[src/rtl/mult_seq_ctrl_if.sv]
// Request/response bundle for the sequential multiplier: start/ready/done handshake,
// operands in, registered product out.
interface mult_seq_ctrl_if #(
    parameter int WIDTH = 4
);
    logic                   start;
    logic [WIDTH-1:0]       X;
    logic [WIDTH-1:0]       Y;
    logic                   ready;
    logic                   done;
    logic [2*WIDTH-1:0]     P;

    modport master (output start, output X, output Y, input ready, input done, input P);
    modport slave  (input start, input X, input Y, output ready, output done, output P);
endinterface

[src/rtl/mult_seq_ctrl.sv]
// Shift-and-add WIDTH x WIDTH unsigned multiplier sharing one adder over WIDTH steps.
// Optional MULT_EARLY_EXIT_EN finishes as soon as the remaining multiplier bits are zero.
module mult_seq_ctrl #(
    parameter int WIDTH = 4,
    parameter int CNT_W = 3
) (
    input  logic            clk,
    input  logic            rst_b,
    mult_seq_ctrl_if.slave  bus
);
    typedef enum logic [1:0] {
        ST_IDLE = 2'd0,
        ST_CALC = 2'd1,
        ST_DONE = 2'd2
    } state_t;

    state_t                 state_q, state_d;
    logic [WIDTH-1:0]       acc_q, acc_d;
    logic [WIDTH-1:0]       mcand_q, mcand_d;
    logic [WIDTH-1:0]       mplier_q, mplier_d;
    logic [CNT_W-1:0]       cnt_q, cnt_d;
    logic [2*WIDTH-1:0]     p_q, p_d;
    logic                   ready_q, ready_d;
    logic                   done_q, done_d;

    logic [WIDTH-1:0]       addend_s;
    logic [WIDTH:0]         sum_s;
    logic [WIDTH-1:0]       acc_step_s;
    logic [WIDTH-1:0]       mplier_step_s;
    logic [CNT_W-1:0]       cnt_step_s;
    logic [2*WIDTH-1:0]     full_s;
    logic [2*WIDTH-1:0]     result_s;
    logic                   finish_s;
`ifdef MULT_EARLY_EXIT_EN
    logic [WIDTH-1:0]       rem_s;
    logic [CNT_W:0]         shamt_s;
`endif

    // One add-and-shift step: {carry, sum, mplier} shifted right by one bit.
    always_comb begin
        addend_s      = mplier_q[0] ? mcand_q : '0;
        sum_s         = {1'b0, acc_q} + {1'b0, addend_s};
        acc_step_s    = sum_s[WIDTH:1];
        mplier_step_s = {sum_s[0], mplier_q[WIDTH-1:1]};
        cnt_step_s    = cnt_q + CNT_W'(1);
        full_s        = {acc_step_s, mplier_step_s};
    end

`ifdef MULT_EARLY_EXIT_EN
    // Unconsumed multiplier bits sit in the low WIDTH-cnt bits of mplier; once zero,
    // the partial product is final and only needs realigning.
    always_comb begin
        rem_s    = mplier_step_s << cnt_step_s;
        shamt_s  = (CNT_W+1)'(WIDTH) - {1'b0, cnt_step_s};
        finish_s = (cnt_step_s == CNT_W'(WIDTH)) || (rem_s == '0);
        result_s = full_s >> shamt_s;
    end
`else
    // Fixed-latency completion after exactly WIDTH steps.
    always_comb begin
        finish_s = (cnt_step_s == CNT_W'(WIDTH));
        result_s = full_s;
    end
`endif

    // Next-state, datapath loads and registered handshake outputs.
    always_comb begin
        state_d  = state_q;
        acc_d    = acc_q;
        mcand_d  = mcand_q;
        mplier_d = mplier_q;
        cnt_d    = cnt_q;
        p_d      = p_q;
        case (state_q)
            ST_IDLE: begin
                if (bus.start) begin
                    mcand_d  = bus.X;
                    mplier_d = bus.Y;
                    acc_d    = '0;
                    cnt_d    = '0;
                    state_d  = ST_CALC;
                end else begin
                    state_d  = ST_IDLE;
                end
            end
            ST_CALC: begin
                acc_d    = acc_step_s;
                mplier_d = mplier_step_s;
                cnt_d    = cnt_step_s;
                if (finish_s) begin
                    p_d     = result_s;
                    state_d = ST_DONE;
                end else begin
                    state_d = ST_CALC;
                end
            end
            ST_DONE: begin
                state_d = ST_IDLE;
            end
            default: begin
                state_d = ST_IDLE;
            end
        endcase
        ready_d = (state_d == ST_IDLE);
        done_d  = (state_d == ST_DONE);
    end

    // State and output registers; ready is high out of reset because IDLE is the reset state.
    always_ff @(posedge clk or negedge rst_b) begin
        if (!rst_b) begin
            state_q  <= ST_IDLE;
            acc_q    <= '0;
            mcand_q  <= '0;
            mplier_q <= '0;
            cnt_q    <= '0;
            p_q      <= '0;
            ready_q  <= 1'b1;
            done_q   <= 1'b0;
        end else begin
            state_q  <= state_d;
            acc_q    <= acc_d;
            mcand_q  <= mcand_d;
            mplier_q <= mplier_d;
            cnt_q    <= cnt_d;
            p_q      <= p_d;
            ready_q  <= ready_d;
            done_q   <= done_d;
        end
    end

    assign bus.ready = ready_q;
    assign bus.done  = done_q;
    assign bus.P     = p_q;
endmodule

[src/flat_wrapper.sv]
// flat-port wrapper written by rule: the top's interface ports become plain ports
module mult_seq_ctrl_flat 
#(
    parameter int WIDTH = 4,
    parameter int CNT_W = 3
)
  (clk, rst_b, bus_start, bus_X, bus_Y, bus_ready, bus_done, bus_P);
  mult_seq_ctrl_if #(.WIDTH(WIDTH)) bus_i ();
  input  logic clk;
  input  logic rst_b;
  input wire logic [$bits(bus_i.start)-1:0] bus_start;
  input wire logic [$bits(bus_i.X)-1:0] bus_X;
  input wire logic [$bits(bus_i.Y)-1:0] bus_Y;
  output wire logic [$bits(bus_i.ready)-1:0] bus_ready;
  output wire logic [$bits(bus_i.done)-1:0] bus_done;
  output wire logic [$bits(bus_i.P)-1:0] bus_P;
  assign bus_i.start = bus_start;
  assign bus_i.X = bus_X;
  assign bus_i.Y = bus_Y;
  assign bus_ready = bus_i.ready;
  assign bus_done = bus_i.done;
  assign bus_P = bus_i.P;
  mult_seq_ctrl #(.WIDTH(WIDTH), .CNT_W(CNT_W)) u_core (.clk(clk), .rst_b(rst_b), .bus(bus_i));
endmodule
[config.mk]
export PLATFORM = sky130hd
export DESIGN_NAME = mult_seq_ctrl_flat
export DESIGN_NICKNAME = d
export VERILOG_FILES = /design/src/rtl/mult_seq_ctrl_if.sv /design/src/rtl/mult_seq_ctrl.sv /design/src/flat_wrapper.sv
export SDC_FILE = /design/constraint.sdc
export NUM_CORES = 1
export LEC_CHECK = 0
export ABC_AREA = 1
export BUFFER_PORTS_ARGS = -buffer_cell sky130_fd_sc_hd__buf_4
export CAP_MARGIN = 30
export CORE_MARGIN = 4
export CORE_UTILIZATION = 35
export DETAILED_ROUTE_END_ITERATION = 12
export RECOVER_POWER = 50
export SLEW_MARGIN = 20
export SYNTH_ARGS = -nofsm -noshare
export SYNTH_HDL_FRONTEND = slang
export SYNTH_SLANG_ARGS = --single-unit
export TNS_END_PERCENT = 50
[constraint.sdc]
create_clock -name clk -period 1.7 [get_ports clk]
set_input_delay 0.425 -clock clk [delete_from_list [all_inputs] [get_ports clk]]
set_output_delay 0.425 -clock clk [all_outputs]
set_load 0.05 [all_outputs]
### Yosys cells after proc, flatten, opt, wreduce, memory -nomap -nowiden

Cells that the tools add are included.

| operators by class | value |
|---|---|
| add/subtract/negate cells | 2 |
| eq/ne operators | 4 |
| muxes and demuxes | 10 |
| reduce and logical (&&, ||, !) cells | 6 |

Operators with widths:

| operator | number |
|---|---|
| case mux 4 bit (2 select lines) | 2 |
| 2-to-1 mux 4 bit | 3 |
| case mux 3 bit (2 select lines) | 1 |
| AND reduction 2 bit | 3 |
| adder 4 x 4 -> 5 bit | 1 |
| logical NOT 2 bit | 2 |
| case mux 2 bit (2 select lines) | 1 |
| adder 3 x 1 -> 3 bit (second input constant) | 1 |
| equality test 3 bit (second input constant) | 1 |
| 2-to-1 mux 3 bit | 1 |
| equality test 2 x 1 -> 1 bit (second input constant) | 1 |
| equality test 2 bit (second input constant) | 1 |
| 2-to-1 mux 2 bit | 1 |
| inequality test 2 bit (second input constant) | 1 |
| nonzero test 2 bit | 1 |
| 2-to-1 mux 1 bit | 1 |

| storage, ports and cells | value |
|---|---|
| bits in registers | 27 |
| input port bits | 11 |
| output and inout port bits | 10 |

### Logic depth before layout (Yosys ltp)

| logic depth | value |
|---|---|
| word-level depth | 5 |
| depth in mapped cells | 9 |
| gate-level depth less buffers | 9 |

### Worst setup path before layout

Ideal clock, no wire load.

| timing path | value |
|---|---|
| path kind | reg2reg |
| start | register u_core.mplier_q[0] |
| end | register u_core.p_q[7], in the netlist u_core.bus.P[7] |
| arrival time | 1.419 ns |
| required time | 1.581 ns |
| setup slack | 0.162 ns |
| cell stages (with the launch flop) | 10 |
| path buffers | 0 |
| period minus slack after synthesis | 1.538 ns |
| cells stage by stage | dfrtp_1 -> nand2_1 -> inv_1 -> ha_1 -> fa_1 -> nand2_1 -> nand2_1 -> a21o_1 -> nand2_1 -> nand2_1 |

| on the way | value |
|---|---|
| cells in the longest elaborated chain, start to end | 2 |

RTL lines:

| item | line | text |
|---|---|---|
| start, declared | mult_seq_ctrl.sv:20 | `logic [WIDTH-1:0] mplier_q, mplier_d;` |
| start signal, assigned | mult_seq_ctrl.sv:123 | `mplier_q <= mplier_d;` |
| 2-to-1 mux 4 bit | mult_seq_ctrl.sv:41 | `addend_s = mplier_q[0] ? mcand_q : '0;` |
| adder 4 x 4 -> 5 bit | mult_seq_ctrl.sv:42 | `sum_s = {1'b0, acc_q} + {1'b0, addend_s};` |
| end signal, assigned | mult_seq_ctrl.sv:125 | `p_q <= p_d;` |
| end, declared | mult_seq_ctrl.sv:22 | `logic [2*WIDTH-1:0] p_q, p_d;` |

No other way between the ends.
A chain may end at the register's enable or synchronous reset.

### Worst setup path in the final report

| timing path | value |
|---|---|
| start | register u_core.mplier_q[0] |
| end | register u_core.acc_q[3] |

| on the way | value |
|---|---|
| cells in the longest elaborated chain, start to end | 3 |

RTL lines:

| item | line | text |
|---|---|---|
| 2-to-1 mux 4 bit | mult_seq_ctrl.sv:41 |  |
| adder 4 x 4 -> 5 bit | mult_seq_ctrl.sv:42 |  |
| case mux 4 bit (2 select lines) | mult_seq_ctrl.sv:74 | `case (state_q)` |
| end signal, assigned | mult_seq_ctrl.sv:112 | `acc_q <= '0;` |
| end signal, assigned | mult_seq_ctrl.sv:121 | `acc_q <= acc_d;` |
| end, declared | mult_seq_ctrl.sv:18 | `logic [WIDTH-1:0] acc_q, acc_d;` |

No other way between the ends.

==> impl_metrics.env <==
export IMPL_status="finished, final reports clean"
export IMPL_arrival_ps=1800
export IMPL_synth_cells=143
export IMPL_areaGrowthSynthToFinish_pct=18.5
export IMPL_dp_hpwl_mm=1.86
export IMPL_setup_tns_ps=0
export IMPL_die_w_um=68.1
export IMPL_diodes=0
export IMPL_core_area_um2=3420
export IMPL_drv_slew=0
export IMPL_antenna_left=0
export IMPL_stdcell_area_um2=1500
export IMPL_num_rows=21
export IMPL_grt_pass1_wl_mm=4.35
export IMPL_total_power_w=0.00272
export IMPL_regArea_um2=677
export IMPL_final_cell_mix="nand2_1 (68), dfrtp_1 (26), buf_4 (21)"
export IMPL_critical_path_max_stage_delay_ps=430
export IMPL_ir_worst_vdd_v=0.000914
export IMPL_max_freq_mhz=640
export IMPL_portBuffers=20
export IMPL_critPathLaunchType="flop"
export IMPL_die_area_um2=4640
export IMPL_numClockSinks=27
export IMPL_clockRootBuffer="clkbuf_4"
export IMPL_critPathKind="reg2reg"
export IMPL_wirelength_mm=2.41
export IMPL_rsz0062_at_grt="false"
export IMPL_setup_worst_path_end_class="flop"
export IMPL_cts_tree="yes"
export IMPL_antenna_found_initial=0
export IMPL_setup_viol_count_final=0
export IMPL_drt_iter0_drc=30
export IMPL_clockBufferDepth=2
export IMPL_drc=0
export IMPL_cp_slowest_cell="dfrtp_1"
export IMPL_via_count=982
export IMPL_p_sw_share_pct=46.7
export IMPL_p_int_w=0.00145
export IMPL_p_leak_nw=0.866
export IMPL_cp_common_cell="nand2_1"
export IMPL_dieHeight_um=68.1
export IMPL_cp_required_ps=1940
export IMPL_synth_fp_nets=161
export IMPL_wl_per_cell_um=11.2
export IMPL_skew_ps=1.31
export IMPL_track_usage_pct=12.5
export IMPL_placed_cell_area_um2=1480
export IMPL_p_sw_w=0.00127
export IMPL_clkLatencyLatePin_ps=330
export IMPL_synth_cell_area_um2=1260
export IMPL_place_congestion=0.847
export IMPL_worstHoldPathCells=3
export IMPL_boundaryPins=21
export IMPL_worstMarginPinSlew_ps=640
export IMPL_fill_cells=347
export IMPL_cp_max_fo=4
export IMPL_p_clk_share_pct=10.2
export IMPL_first_global_vias=995
export IMPL_start_util_pct=37.0
export IMPL_cts_max_level=1
export IMPL_final_common_cell="nand2_1"
export IMPL_synth_seq_cells=27
export IMPL_power_frac_seq_pct=39.4
export IMPL_comb_power_share_pct=50.4
export IMPL_maxCapViolations=0
export IMPL_cts_reportedPaths_clkPinSlew_ps=140
export IMPL_worstRegToRegCells=9
export IMPL_crit_path_cell_trace="nand2_1, inv_1, ha_1, fa_2, nand2_1, nand2_1, a21o_1, nand2_1, nand2_1"
export IMPL_min_path_type="in2reg"
export IMPL_fin_crit_sh_pct=91.9
export IMPL_hold_violations=0
export IMPL_grt_max_degree=28
export IMPL_fin_nets=188
export IMPL_ys_seq_area_share_pct=53.5
export IMPL_slew_limit_headroom_pct=57.3
export IMPL_post_drt_via_cell_ratio=4.57
export IMPL_overflow=0
export IMPL_syn_area_per_cell_um2=8.85
export IMPL_power_density_nw_per_um2=1820
export IMPL_dr_pass1_iters=4
export IMPL_multi_input_area_um2=504
export IMPL_drive_above_1_share_pct=20.1
export IMPL_cts_buffers=3
export IMPL_period_needed_ps=1560
export IMPL_ys_types=21
export IMPL_yosys_warnings=0
registers in the layout, indices dropped and copies added (netlist names):
register,count
u_core.acc_q,4
u_core.bus.P,8
u_core.bus.done,1
u_core.bus.ready,1
u_core.cnt_q,3
u_core.mcand_q,4
u_core.mplier_q,4
u_core.state_q,2
per-layer routing:
layer  track usage, %  vias to the layer above  share of wire, %
met2             20.6                       20                48
met1             16.4                      465                46
met5                0                        -                 0
met4             5.21                        0               1.8
met3             1.97                        5               4.3
li1                 -                      492                 -
worst max-delay path, delay by kind of cell, from the launching register on:
family	cells	cell delay (ps)
fa+ha+maj	2	550
buf+inv	1	40
flops	1	430
simple gates	5	300
compound gates	1	160
repair_timing:
| action | in CTS | in global routing |
|---|---|---|
| hold endpoints to repair | 26 | 0 |
| endpoints found under the setup margin | 0 | 2 |
| gates resized for setup | 0 | 1 |
| buffers inserted | 0 | 1 |
| hold buffers | 1 | 0 |
worst paths after layout:
path	from	endpoint	slack [ps]
worst max-delay path	u_core.mplier_q[0]	u_core.acc_q[3]	140
worst min-delay path	bus_X[2]	u_core.mcand_q[2]	280
worst max register to register	u_core.mplier_q[0]	u_core.acc_q[3]	140
worst min register to register	u_core.bus.P[7]	u_core.bus.P[7]	490
max in group asynchronous	rst_b	u_core.mplier_q[3]	640
min in group asynchronous	rst_b	u_core.cnt_q[2]	640
metrics by stage:
stage	instances	hold WS [ps]	setup WS (ps)	utilization (%)
after CTS	214	272	54.8	44.2
after detailed placement	209	358	75.9	43.2
final	215	280	138	43.9
after global routing	215	286	2.00	43.9
after floorplan	143	129	162	-
after global placement	209	356	116	43.2
cell type report:
type                       count  share of cell area [%]
sequential                    27                    45.2
multi-input combinational    100                    33.6
timing repair buffer          23                    11.5
inverter                      15                    4.09
tap                           46                    3.84
clock buffer                   4                    1.75
cells by family after synthesis:
family / share of synthesized area (%)
and+or+nand+nor: 30.9
DFF: 53.5
buffers and inverters: 5.24
adders and majority gates: 7.52
AOI/OAI and AO/OA: 2.18
xor gates and xnor gates: 0.693
cell usage after synthesis (all sizes together):
cell type | number | area, um^2
a21oi | 1 | 5.00
ha | 6 | 75.1
nand2 | 69 | 264
nand3 | 12 | 77.6
dfstp | 1 | 26.3
xnor2 | 1 | 8.76
buf | 1 | 5.00
a21o | 1 | 7.51
fa | 1 | 20.0
nand4 | 1 | 6.26
inv | 15 | 61.3
dfrtp | 26 | 651
nor2 | 5 | 42.5
o21ai | 3 | 15.0
power by group through the flow:
stage	Combinational (W)	Sequential [W]	Clock, W
after floorplan	0.000738	0.00136	0
after global placement	0.00138	0.00107	0
after detailed placement	0.00141	0.00109	0
after CTS	0.00142	0.00107	0.000291
after global routing	0.00154	0.00111	0.000309
final	0.00137	0.00107	0.000278
Power figures use the tool's default switching activity.
